`src/rtl/braille_digit_sequencer.sv`:
```
// Braille digit sequencer: turns a packed BCD word into timed cells
// (number sign, digits MSD first, blank gap) for the Braille decoder.
module braille_digit_sequencer #(
    parameter int DIGITS      = 4,
    parameter int DWELL       = 1000,
    parameter bit SUPPRESS_LZ = 1'b1
) (
    input  logic                  clk,
    input  logic                  reset,
    input  logic                  in_valid,
    output logic                  in_ready,
    input  logic [4*DIGITS-1:0]   in_bcd,
    output logic [3:0]            bcd,
    output logic                  cell_digit,
    output logic                  cell_num_sign,
    output logic                  cell_strobe,
    output logic                  busy,
    output logic                  err
);

    localparam int CW = (DWELL > 1) ? $clog2(DWELL) : 1;
    localparam int IW = (DIGITS > 1) ? $clog2(DIGITS) : 1;
    localparam logic [CW-1:0] CNT_LOAD = CW'(DWELL - 1);
    localparam logic [IW-1:0] TOP_IDX  = IW'(DIGITS - 1);

    typedef enum logic [1:0] {
        IDLE,
        SIGN,
        DIGIT,
        GAP
    } state_t;

    state_t                  state;
    logic [DIGITS-1:0][3:0]  word;
    logic [DIGITS-1:0][3:0]  nib;
    logic [CW-1:0]           cnt;
    logic [IW-1:0]           idx;
    logic [IW-1:0]           start_idx;
    logic                    bad;

    assign nib      = in_bcd;
    assign in_ready = (state == IDLE);

    // Highest nonzero nibble wins; an all-zero word still shows digit 0.
    always_comb begin
        bad       = 1'b0;
        start_idx = SUPPRESS_LZ ? '0 : TOP_IDX;
        for (int i = 0; i < DIGITS; i++) begin
            if (nib[i] > 4'd9)
                bad = 1'b1;
            if (SUPPRESS_LZ && nib[i] != 4'd0)
                start_idx = IW'(i);
        end
    end

    always_ff @(posedge clk) begin
        if (reset) begin
            state         <= IDLE;
            word          <= '0;
            cnt           <= '0;
            idx           <= '0;
            bcd           <= 4'd0;
            cell_digit    <= 1'b0;
            cell_num_sign <= 1'b0;
            cell_strobe   <= 1'b0;
            busy          <= 1'b0;
            err           <= 1'b0;
        end else begin
            err         <= 1'b0;
            cell_strobe <= 1'b0;
            unique case (state)
                IDLE: begin
                    if (in_valid) begin
                        word <= nib;
                        if (bad) begin
                            err <= 1'b1;
                        end else begin
                            state         <= SIGN;
                            cnt           <= CNT_LOAD;
                            idx           <= start_idx;
                            busy          <= 1'b1;
                            cell_num_sign <= 1'b1;
                            cell_strobe   <= 1'b1;
                        end
                    end
                end
                SIGN: begin
                    if (cnt == '0) begin
                        state         <= DIGIT;
                        cnt           <= CNT_LOAD;
                        bcd           <= word[idx];
                        cell_num_sign <= 1'b0;
                        cell_digit    <= 1'b1;
                        cell_strobe   <= 1'b1;
                    end else begin
                        cnt <= cnt - 1'b1;
                    end
                end
                DIGIT: begin
                    if (cnt == '0) begin
                        cnt         <= CNT_LOAD;
                        cell_strobe <= 1'b1;
                        if (idx == '0) begin
                            state      <= GAP;
                            cell_digit <= 1'b0;
                        end else begin
                            idx <= idx - 1'b1;
                            bcd <= word[idx - 1'b1];
                        end
                    end else begin
                        cnt <= cnt - 1'b1;
                    end
                end
                GAP: begin
                    if (cnt == '0) begin
                        state <= IDLE;
                        busy  <= 1'b0;
                    end else begin
                        cnt <= cnt - 1'b1;
                    end
                end
                default: state <= IDLE;
            endcase
        end
    end

endmodule
```
`config.mk`:
```
export PLATFORM = sky130hd
export DESIGN_NAME = braille_digit_sequencer
export DESIGN_NICKNAME = d
export VERILOG_FILES = /design/src/rtl/braille_digit_sequencer.sv
export SDC_FILE = /design/constraint.sdc
export NUM_CORES = 1
export LEC_CHECK = 0
export CELL_PAD_IN_SITES_DETAIL_PLACEMENT = 1
export CELL_PAD_IN_SITES_GLOBAL_PLACEMENT = 2
export CORE_UTILIZATION = 30
export DETAILED_ROUTE_END_ITERATION = 8
export PLACE_DENSITY = 0.78
export SLEW_MARGIN = 10
export SYNTH_ARGS = -nofsm -noshare
export SYNTH_HDL_FRONTEND = slang
export SYNTH_SLANG_ARGS = --single-unit
```
`constraint.sdc`:
```
create_clock -name clk -period 2 [get_ports clk]
set_input_delay 0.3 -clock clk [delete_from_list [all_inputs] [get_ports clk]]
set_output_delay 0.3 -clock clk [all_outputs]
set_load 0.01 [all_outputs]
```
==> metrics.md <==
| Metric | Value |
|---|---|
| Initial Utilization | `0.314` |
| CTS sink count | `39` |
| Final Hold Fails | `0` |
| Synth top area cells | `dfxtp_1 (36%), mux4_2 (8.3%), a21oi_1 (7.6%)` |
| H-tree lvl count | `2` |
| Top cell type's share of synthesized area | `0.360` |
| First-pass GRT wire length | `10400 µm` |
| Largest net degree at the start of global routing | `18` |
| Avg WL per Cell | `16.1 µm` |
| Count leader, synth | `nand2_1` |
| Min cycle time layout | `1.95 ns` |
| Syn_nets | `278` |
| CP Data Required Time | `2.23 ns` |
| Gr ovfl total | `0` |
| Global Route Usage Sum | `0.178` |
| IO Pins | `29` |
| Cells after synthesis | `253` |
| RSZ-0062 raised after global routing | `yes` |
| Hpwl dp | `4720 µm` |
| Top FF cell, synth | `dfxtp_1` |
| Final core occ | `0.420` |
| Final setup fails | `0` |
| Total power | `4.16 mW` |
| Worst Hold Class | `flop to flop` |
| Synth unique cells | `51` |
| Sequential share of the synthesized area | `0.360` |
| Fmax | `512 MHz` |
| Final instance area | `0.00290 mm²` |
| Mean Syn Cell Area | `8.58 µm²` |
| Run status | `complete, no violations` |
| TritonCTS buffer count | `5` |
| P_leak | `1.09 nW` |
| Clock transition at path regs | `0.08 ns` |
| Antenna viol nets, final | `0` |
| Hold EP | `word[1]` |
| First-pass DRT Iterations | `4` |
| CORE AREA | `0.00691 mm²` |
| #FFs+latches synth | `39` |
| IO buf count | `28` |
| Share of cells above drive strength 1 | `0.247` |
| CTS Buffer Depth | `2` |
| CP Launch Type | `flop` |
| Setup crit end kind | `flop` |
| Worst slew pin tran | `0.655 ns` |
| Worst rel slew slack | `0.564` |
| DR vias/cell | `5.23` |
| Pre-CTS setup slack | `-0.0311 ns` |
| Nets | `324` |
| Syn. warnings | `0` |
| Reg-to-Reg Start | `cnt[1]` |
| Post-placement cell area | `0.00269 mm²` |
| Pwr Density | `1430 mW/mm²` |
| Clock Tree Root | `clkbuf_8` |
| Die area | `0.00758 mm²` |
| Worst-Skew Late Latency | `0.30 ns` |
| Initial antenna violation count | `0` |
| Data arrival, critical path | `2.19 ns` |
| Peak supply drop | `487 µV` |
| FF-to-FF End | `state[1]` |
| Most frequent cells after synthesis | `nand2_1 (41), dfxtp_1 (39), a21oi_1 (33), nor2_1 (14), o21ai_0 (14)` |
| N_diodes | `0` |
| Routed wire length | `6360 µm` |
| Final Cycle Share | `0.977` |
| Number of remaining DRC errors | `0` |
| Ys async rst share | `0` |
| Worst setup margin | `0.0454 ns` |
| Synth Cell Area | `0.00217 mm²` |
| Via count | `2070` |
| EDFF count, synth | `0` |
| Hold path start | `word[1]` |
| Starting DRT DRC Count | `101` |
| DIE WIDTH | `87.0 µm` |
| # rows | `30` |
| Cell taking the most area after synthesis | `dfxtp_1` |
| Max-slew violations | `0` |
| CTS tree | `done` |
| Hold Crit Depth | `2` |
| R2r worst-path depth | `8` |
| Vias in the first global route | `2070` |
| Max_cap viols | `0` |
| Clk_skew | `0.0103 ns` |
| R2R setup slack | `0.05 ns` |
| Placer Congestion | `0.791` |
| CP max FO | `5` |
| Crit Path Class | `flop to flop` |
| Syn-to-layout area delta | `33.7%` |
| Die height | `87.0 µm` |
| Fill count | `852` |
[worst max-delay path: stages (launching register included)]
cell	delay, ns
dfxtp_2	0.34
inv_2	0.08
ha_4	0.13
or4b_4	0.51
nor3_4	0.21
buf_6	0.16
nor2_4	0.04
nor3_4	0.23
mux2i_1	0.19
[worst max path at each step]
stage                      end       from  depth (start not counted)  slack (ns)
CTS                 cell_digit     cnt[1]                          8       0.005
finish                state[1]     cnt[1]                          8        0.05
detailed placement      cnt[3]     cnt[1]                          7       -0.03
global route          state[1]     cnt[1]                          8       -0.04
floorplan               cnt[3]     cnt[0]                          8       -0.03
global placement      state[1]  in_bcd[9]                          7       -0.03
[what timing repair did]
action	4_1_cts	5_1_grt
pin swaps	1	9
setup buffers	0	5
hold buffers	0	0
gates resized for setup	4	14
setup endpoints to repair	7	18
[area by class of cell]
class | instances | area [µm²] | area share
Sequential cell | 39 | 783 | 0.270
Clock buffer | 5 | 68.8 | 0.0237
Timing Repair Buffer | 58 | 513 | 0.177
Multi-Input combinational cell | 186 | 1340 | 0.461
Tap cell | 96 | 120 | 0.0414
Inverter | 9 | 33.8 | 0.0116
Clock inverter | 3 | 43.8 | 0.0151
[state kept, by name, summed over array words and instances, names as in the netlist]
name / flops
idx: 2
err: 1
cell_num_sign: 1
cnt: 10
cell_digit: 1
cell_strobe: 1
bcd: 4
state: 2
word: 16
busy: 1
[cell families (layout without fill, tap and decap cells)]
group	after synthesis	in the layout	synth area share
AOI/OAI and AO/OA	74	74	0.223
xor gates and xnor gates	3	3	0.0121
adders and majority gates	6	6	0.0346
buffers and inverters	28	75	0.0565
DFF	39	39	0.360
muxes	13	13	0.106
and+or+nand+nor	90	90	0.208
[layout by cell type (no fill, tap or decap), types with 4 or more instances in the layout]
cell type and n:
a21oi_1 32, a31o_1 5, buf_4 28, clkbuf_8 5
clkdlybuf4s50_1 28, dfxtp_1 37, ha_1 4, inv_1 6
mux2i_1 5, mux4_2 8, nand2_1 40, nor2_1 13
nor3_1 8, nor3_2 4, o21ai_0 12
[metal layers]
layer / global-route usage / up-vias / routed length, µm
li1: - / 1007 / -
met1: 0.245 / 1016 / 3060
met2: 0.280 / 41 / 2980
met3: 0.0275 / 6 / 226
met4: 0.0697 / 0 / 92
met5: 0 / - / 0
[through the flow]
step / TNS, ns / hold slack (ns) / cells
2_1_floorplan: -0.0253 / 0.436 / 253
3_3_place_gp: -0.0253 / 0.455 / 384
3_5_place_dp: -0.0746 / 0.469 / 384
4_1_cts: 0 / 0.481 / 392
5_1_grt: -0.0757 / 0.499 / 396
6_report: 0 / 0.477 / 396
[power by group]
group	internal, mW	switching (mW)
clock network	0.372	0.312
logic	1.13	1.26
registers	0.941	0.145
Power figures use the tool's default switching activity.
